==> src/rtl/alu_arbiter.sv <==
// rtl/alu_arbiter.sv - two-port arbiter sharing one combinational 16-bit ALU
//
// Grants one of two requesters, holds its operands on the ALU for EXEC_CYCLES
// cycles, captures result/flags and returns them to the owning port.
// Optional feature: define ALU_ARB_RR_EN for round-robin tie-breaking
// (default build: fixed priority, port 0 wins every tie).
//
// Ports:
//   clk_100, rst_n                      clock, async active-low reset
//   req{0,1}_valid/ready/ctrl/acc/b     request channels
//   rsp{0,1}_valid/ready/data/z/n/err   response channels
//   alu_ctrl/acc/b (out), alu_out/z (in) ALU pins
//   busy                                high whenever not IDLE

module alu_arbiter #(
    parameter int                DATA_W      = 16,
    parameter int                CTRL_W      = 5,
    parameter int                EXEC_CYCLES = 2,
    parameter logic [CTRL_W-1:0] NOP_CODE    = 5'b11000,
    parameter logic [CTRL_W-1:0] MAX_CODE    = 5'b11000
) (
    input  logic              clk_100,
    input  logic              rst_n,

    input  logic              req0_valid,
    output logic              req0_ready,
    input  logic [CTRL_W-1:0] req0_ctrl,
    input  logic [DATA_W-1:0] req0_acc,
    input  logic [DATA_W-1:0] req0_b,
    output logic              rsp0_valid,
    input  logic              rsp0_ready,
    output logic [DATA_W-1:0] rsp0_data,
    output logic              rsp0_z,
    output logic              rsp0_n,
    output logic              rsp0_err,

    input  logic              req1_valid,
    output logic              req1_ready,
    input  logic [CTRL_W-1:0] req1_ctrl,
    input  logic [DATA_W-1:0] req1_acc,
    input  logic [DATA_W-1:0] req1_b,
    output logic              rsp1_valid,
    input  logic              rsp1_ready,
    output logic [DATA_W-1:0] rsp1_data,
    output logic              rsp1_z,
    output logic              rsp1_n,
    output logic              rsp1_err,

    output logic [CTRL_W-1:0] alu_ctrl,
    output logic [DATA_W-1:0] alu_acc,
    output logic [DATA_W-1:0] alu_b,
    input  logic [DATA_W-1:0] alu_out,
    input  logic              alu_z,

    output logic              busy
);

    localparam logic [CTRL_W-1:0] ZERO_CODE = '0;
    localparam logic [3:0]        CNT_INIT  = 4'(EXEC_CYCLES - 1);

    typedef enum logic [1:0] {
        S_IDLE = 2'd0,
        S_EXEC = 2'd1,
        S_RESP = 2'd2
    } state_t;

    state_t              r_state;
    state_t              w_next;

    logic [CTRL_W-1:0]   r_ctrl;
    logic [DATA_W-1:0]   r_acc;
    logic [DATA_W-1:0]   r_b;
    logic                r_owner;
    logic                r_err;
    logic                r_nop;
    logic [3:0]          r_cnt;
    logic [DATA_W-1:0]   r_data;
    logic                r_z;
    logic                r_n;

    logic                w_prio0;
    logic                w_grant0;
    logic                w_grant1;
    logic                w_accept;
    logic                w_rsp_hs;
    logic [CTRL_W-1:0]   w_sel_ctrl;
    logic [DATA_W-1:0]   w_sel_acc;
    logic [DATA_W-1:0]   w_sel_b;
    logic                w_illegal;
    logic                w_is_nop;

    // Arbitration: w_prio0 says whether port 0 wins a tie.
`ifdef ALU_ARB_RR_EN
    logic r_last_grant;

    // Reset to 1 so that port 0 takes the first tie.
    always_ff @(posedge clk_100 or negedge rst_n) begin
        if (!rst_n) begin
            r_last_grant <= 1'b1;
        end else if (w_accept) begin
            r_last_grant <= w_grant1;
        end
    end

    assign w_prio0 = r_last_grant;
`else
    assign w_prio0 = 1'b1;
`endif

    assign w_grant0 = req0_valid & (~req1_valid | w_prio0);
    assign w_grant1 = req1_valid & ~w_grant0;
    assign w_accept = (r_state == S_IDLE) & (w_grant0 | w_grant1);
    assign w_rsp_hs = (r_state == S_RESP) & (r_owner ? rsp1_ready : rsp0_ready);

    assign w_sel_ctrl = w_grant1 ? req1_ctrl : req0_ctrl;
    assign w_sel_acc  = w_grant1 ? req1_acc  : req0_acc;
    assign w_sel_b    = w_grant1 ? req1_b    : req0_b;
    assign w_illegal  = (w_sel_ctrl > MAX_CODE);
    assign w_is_nop   = (w_sel_ctrl == NOP_CODE);

    // State register
    always_ff @(posedge clk_100 or negedge rst_n) begin
        if (!rst_n) begin
            r_state <= S_IDLE;
        end else begin
            r_state <= w_next;
        end
    end

    // Next-state logic
    always_comb begin
        w_next = r_state;
        case (r_state)
            S_IDLE: if (w_accept)      w_next = S_EXEC;
            S_EXEC: if (r_cnt == 4'd0) w_next = S_RESP;
            S_RESP: if (w_rsp_hs)      w_next = S_IDLE;
            default:                   w_next = S_IDLE;
        endcase
    end

    // Operand latch, execution counter and result capture
    always_ff @(posedge clk_100 or negedge rst_n) begin
        if (!rst_n) begin
            r_ctrl  <= NOP_CODE;
            r_acc   <= '0;
            r_b     <= '0;
            r_owner <= 1'b0;
            r_err   <= 1'b0;
            r_nop   <= 1'b0;
            r_cnt   <= 4'd0;
            r_data  <= '0;
            r_z     <= 1'b0;
            r_n     <= 1'b0;
        end else begin
            if (w_accept) begin
                // Illegal codes never reach the ALU; ZERO keeps it quiet.
                r_ctrl  <= w_illegal ? ZERO_CODE : w_sel_ctrl;
                r_acc   <= w_sel_acc;
                r_b     <= w_sel_b;
                r_owner <= w_grant1;
                r_err   <= w_illegal;
                r_nop   <= w_is_nop;
                r_cnt   <= CNT_INIT;
            end else if (r_state == S_EXEC) begin
                if (r_cnt == 4'd0) begin
                    // NOP leaves the ALU bus floating, so its output is not
                    // sampled; illegal ops report the same constant result.
                    if (r_nop || r_err) begin
                        r_data <= '0;
                        r_z    <= 1'b1;
                        r_n    <= 1'b0;
                    end else begin
                        r_data <= alu_out;
                        r_z    <= alu_z;
                        r_n    <= alu_out[DATA_W-1];
                    end
                end else begin
                    r_cnt <= r_cnt - 4'd1;
                end
            end
        end
    end

    // Output logic
    always_comb begin
        req0_ready = 1'b0;
        req1_ready = 1'b0;
        rsp0_valid = 1'b0;
        rsp1_valid = 1'b0;
        rsp0_data  = '0;
        rsp0_z     = 1'b0;
        rsp0_n     = 1'b0;
        rsp0_err   = 1'b0;
        rsp1_data  = '0;
        rsp1_z     = 1'b0;
        rsp1_n     = 1'b0;
        rsp1_err   = 1'b0;
        alu_ctrl   = NOP_CODE;
        busy       = (r_state != S_IDLE);
        case (r_state)
            S_IDLE: begin
                req0_ready = w_grant0;
                req1_ready = w_grant1;
            end
            S_EXEC: begin
                alu_ctrl = r_ctrl;
            end
            S_RESP: begin
                if (r_owner) begin
                    rsp1_valid = 1'b1;
                    rsp1_data  = r_data;
                    rsp1_z     = r_z;
                    rsp1_n     = r_n;
                    rsp1_err   = r_err;
                end else begin
                    rsp0_valid = 1'b1;
                    rsp0_data  = r_data;
                    rsp0_z     = r_z;
                    rsp0_n     = r_n;
                    rsp0_err   = r_err;
                end
            end
            default: ;
        endcase
    end

    assign alu_acc = r_acc;
    assign alu_b   = r_b;

endmodule
==> config.mk <==
export PLATFORM = sky130hd
export DESIGN_NAME = alu_arbiter
export DESIGN_NICKNAME = d
export VERILOG_FILES = /design/src/rtl/alu_arbiter.sv
export SDC_FILE = /design/constraint.sdc
export NUM_CORES = 1
export LEC_CHECK = 0
export BUFFER_PORTS_ARGS = -buffer_cell sky130_fd_sc_hd__buf_2
export CAP_MARGIN = 20
export CORE_MARGIN = 3
export CORE_UTILIZATION = 40
export CTS_BUF_LIST = sky130_fd_sc_hd__clkbuf_4 sky130_fd_sc_hd__clkbuf_8
export CTS_CLUSTER_SIZE = 16
export DETAILED_ROUTE_END_ITERATION = 12
export PLACE_DENSITY = 0.76
export SLEW_MARGIN = 40
export SYNTH_ARGS = -nofsm -noshare
export SYNTH_HDL_FRONTEND = slang
export SYNTH_SLANG_ARGS = --single-unit
==> constraint.sdc <==
create_clock -name clk_100 -period 1.7 [get_ports clk_100]
set_clock_uncertainty 0.15 [all_clocks]
set_input_delay 0.085 -clock clk_100 [delete_from_list [all_inputs] [get_ports clk_100]]
set_output_delay 0.085 -clock clk_100 [all_outputs]
set_load 0.01 [all_outputs]
-- Word level (Yosys, flattened, before mapping)
Index checks and enable logic that the tools add are counted.
- input bits: 97
- logic and storage cells: 72
- register bits: 64
- output and inout port bits: 80
- bitwise logic cells: 6
- add/subtract/negate cells: 1
- reductions and logical operators: 8
- multiplexer cells: 38
- magnitude comparators: 1
- equal/unequal tests: 7
- operators with widths (cell ; count):
    two-way mux 16 bit ; 7
    two-way mux 1 bit ; 21
    two-way mux 5 bit ; 3
    two-way mux 4 bit ; 3
    inequality test 2 bit, second input constant ; 4
    two-way mux 2 bit ; 3
    case mux 2 bit (3 select lines) ; 1
    AND reduction 3 bit ; 2
    equality test 5 bit, second input constant ; 1
    > comparator 5 bit, second input constant ; 1
    zero test 4 bit ; 1
    nonzero test 2 bit ; 2
    subtractor 4 x 1 -> 4 bit, second input constant ; 1
    AND 1 bit ; 3
    equality test 2 x 1 -> 1 bit, second input constant ; 1
    equality test 2 bit, second input constant ; 1
    zero test 2 bit ; 1
    inverter 1 bit ; 2
    AND reduction 2 bit ; 1
    logical OR 1 bit ; 1
    OR 1 bit ; 1

-- Depth between registers and ports, before layout
- depth in word-level cells: 6
- mapped depth: 8

-- Least setup slack after synthesis
Ideal clock, no wire load.
- path kind: register to register
- from: register r_cnt[0]
- to: register r_cnt[2]
- cell stages (with the launch flop): 8
- required time: 1471 ps
- setup slack: -17 ps
- arrival time: 1487 ps
- period minus slack after synthesis: 1717 ps
- path through: dfrtp_1 inv_1 ha_1 or3b_4 buf_6 and2_4 nand2_1 mux2i_1
- longest elaborated chain between the ends: 4
- elaborated cells between the ends (all ways): 7
- classes of those cells: add/sub: 1; eq/ne: 1; mux: 3; reduce/logical: 2
- ends and longest elaborated chain (what ; RTL line ; RTL):
    from (decl) ; 76 ; logic [3:0] r_cnt;
    from (signal assigned) ; 178 ; r_cnt <= r_cnt - 4'd1;
    subtractor 4 x 1 -> 4 bit ; 178 ;
    two-way mux 4 bit ; 165 ; if (r_cnt == 4'd0) begin
    two-way mux 4 bit ; 164 ; end else if (r_state == S_EXEC) begin
    two-way mux 4 bit ; 155 ; if (w_accept) begin
Parallel ways exist; a longest one is shown, timed or not. The select of a mux whose other input is x is not followed.
A chain may end at the register's enable or synchronous reset.

-- Worst setup path in the final report
Same ends and word-level chain as after synthesis.

==> metrics.md <==
| Metric | Value |
|---|---|
| CTS buffer count | 9 |
| Cell Count, Final, Fillers Out | 731 |
| Worst endpoint required time | about 1.8 ns |
| Pre-antenna DRT Iters | 4 |
| Final ANT Viol Nets | 0 |
| Netlist cell types | 33 |
| Crit Path Category | register to register |
| Die area | just over 9000 um2 |
| CP peak stage delay | 0.42 ns |
| Slew @ Worst Pin | between 0.4 and 0.5 ns |
| Setup crit end kind | register |
| Rel. slew slack | 0.668 |
| Largest cells by area after synthesis | dfrtp_1, mux2i_1, and2_1 |
| Total grt overflow | 0 |
| Ports | 177 |
| CTS root buf | clkbuf_8 |
| Fin crit share | 1.02 |
| Async S/R FF share, synth | 1.00 |
| #FFs+latches synth | 63 |
| Number of fill cells | 520 |
| Die X | between 90 and 100 um |
| Logic pwr share | 0.484 |
| Area of the multi-input gates | roughly 1700 um2 |
| Vias/cell | approximately 5.0 |
| Reg power frac | 0.359 |
| Post-synthesis instance area | between 3000 and 4000 um2 |
| Final Hold Slack | roughly 0.0032 ns |
| Synth top cells by count | dfrtp_1, nand2_1, o21ai_0 |
| Largest net degree at the start of global routing | 45 |
| Finish-stage setup viols | 11 |
| Nets | between 700 and 800 |
| Post-place instance area | 4270 um2 |
| Status | finished with violations |
| Synth-to-layout area growth | 77.0% |
| Post-route cell area | 5770 um2 |
| Clk pin slew, worst setup/hold paths | approximately 0.060 ns |
| HP Class | input pin to register |
| Sw power | roughly 3.1 mW |
| Crit-path max FO | 5 |
| F_max | ~0.57 GHz |
| Switching Share | 0.399 |
| CTS max path bufs | 2 |
| Core ar. | roughly 7800 um2 |
| Power density cells | around 1300 nW/um2 |
| WL per Instance | 16.7 um |
| Slowest CP cell | or3b_4 |
| Setup TNS Final | -0.174 ns |
| Top-count cell post-synth | dfrtp_1 |
| # clock sinks | 63 |
| Clk pwr share | 0.158 |
| CP cell instances | inv_2, ha_4, or3b_4, and2_4, nand2_4, mux2i_2 |
| Seq. cell area | 1580 um2 |
| Worst skew pair latency | 0.32 ns |
| Number of global-route vias before repair | 3780 |
| Final RePlAce weighted congestion | 0.834 |
| Fin crit period | roughly 1.7 ns |
| Hpwl dp | just under 7000 um |
| Post-synth top area share | 0.469 |
| Die height | approximately 96 um |
| First-pass GRT wire length | approximately 18000 um |
| Register area share after synthesis | 0.485 |
| RSZ-0062 raised after global routing | yes |
| Placed Cells | ~610 |
| Arr. time, crit path | between 1.5 and 2 ns |
| Hold Fails Final Rpt | 0 |
| Number of cell rows | 32 |
| GRT Util Overall | 0.248 |
| Ys Warns | 0 |
| Syn Nets | between 400 and 500 |
| H-Tree Depth | 3 |
| Leading area contributor after synthesis | dfrtp_1 |
| Initial antenna violation count | 0 |
| Failing checks | negative setup slack |
| Int Pwr | ~4.6 mW |
| Via count | roughly 3700 |
| Final WS setup | -0.0410 ns |
| EDFF count, synth | 0 |
| Avg Cell Area, Syn | between 9 and 10 um2 |
| Maxcap violations | 0 |
| Initial core utilization | 0.417 |
| DRT Wirelength | 12200 um |
| Fraction of layout cells with a size suffix above 1 | 0.424 |
| Worst vdd ir | roughly 0.0007 V |
| I/O Buffers | roughly 180 |
| CP Launch Type | register |
| DRC | 0 |
| Detailed Route Iter0 Violations | 141 |
| Synth Flop Type | dfrtp_1 |
| Pleak | 3.11 nW |
| Synthesized instance count | between 300 and 400 |
| CTS tree | yes |
| Max-slew violations | 0 |
| Antenna cells | 0 |
[cell usage in the layout, fill, tap and decap left out, drive strengths merged, types with 2 or more instances in the layout]
master / n
inv: 4
mux2: 2
o21ai: 52
dfrtp: 61
dlygate4sd3: 93
buf: 203
a21oi: 2
clkbuf: 15
dfstp: 2
nand3: 16
nor2: 18
mux2i: 41
and2: 41
or3b: 2
a22o: 4
nand2b: 5
nand2: 58
[stage by stage]
| stage | utilization | worst slack (ns) | power [mW] |
|---|---|---|---|
| floorplan | - | -0.0165 | 4.40 |
| global placement | 0.547 | 0.0287 | 5.43 |
| detailed placement | 0.547 | -0.0687 | 5.60 |
| CTS | 0.701 | -0.0167 | 7.14 |
| global route | 0.739 | -0.0951 | 8.26 |
| finish | 0.739 | -0.0410 | 7.69 |
[final cells by class]
class / instances / area share
clock buffer: 15 / 0.0315
clock inverter: 1 / 0.000868
inverter: 4 / 0.00260
multi-input combinational: 250 / 0.287
sequential: 63 / 0.274
tap: 102 / 0.0221
timing repair buffer: 296 / 0.381
[repair_timing]
action / in CTS / in global routing
pin swaps: 4 / 6
buffers inserted: 3 / 3
gates resized for setup: 17 / 71
endpoints found under the hold margin: 115 / 1
hold buffers: 92 / 1
cloned: 2 / 6
endpoints found under the setup margin: 59 / 96
[sequential cells by signal, indices dropped and copies added (netlist names)]
register / flops
alu_acc: 16
alu_b: 16
r_cnt: 4
r_ctrl: 5
r_data: 16
r_err: 1
r_nop: 1
r_owner: 1
r_state: 2
r_z: 1
[logic make-up after synthesis]
logic type,count (synthesis),synth area share
and+or+nand+nor,141,0.218
DFF,63,0.485
AOI/OAI and AO/OA,62,0.104
muxes,43,0.134
buffers and inverters,28,0.0553
adders and majority gates,1,0.00384
[power by group through the flow]
stage	registers (mW)	logic [mW]	clock network (mW)
floorplan	2.75	1.65	0
CTS	2.67	3.23	1.24
finish	2.76	3.72	1.21
global route	2.84	4.12	1.30
detailed placement	2.66	2.94	0
global placement	2.64	2.79	0
[metal layers]
layer / vias up / track usage / routed length, um
met5: - / 0 / 0
met4: 0 / 0.0948 / 335
met3: 30 / 0.0680 / 1010
met2: 193 / 0.447 / 6400
met1: 1732 / 0.274 / 4500
li1: 1722 / - / -
[path summary, 6_finish.rpt]
kind / slack, ns / from / depth (start not counted) / end
max in group asynchronous: 0.70 / rst_n / 3 / r_ctrl[4]$_DFFE_PN1P_
max: -0.04 / r_cnt[0]$_DFFE_PN0P_ / 6 / r_cnt[2]$_DFFE_PN0P_
max reg2reg: -0.04 / r_cnt[0]$_DFFE_PN0P_ / 6 / r_cnt[2]$_DFFE_PN0P_
min in group asynchronous: 0.13 / rst_n / 2 / r_data[1]$_DFFE_PN0P_
min reg2reg: 0.33 / alu_b[14]$_DFFE_PN0P_ / 2 / alu_b[14]$_DFFE_PN0P_
min: 0.003 / req0_acc[0] / 3 / alu_acc[0]$_DFFE_PN0P_
[worst max-delay path, delay by kind of cell, from the launching register on]
family / cells / cell delay (ns)
flops: 1 / 0.39
fa+ha+maj: 1 / 0.13
simple gates: 3 / 0.70
mux: 1 / 0.21
buf+inv: 1 / 0.08
(Power assumes the default switching activity.)
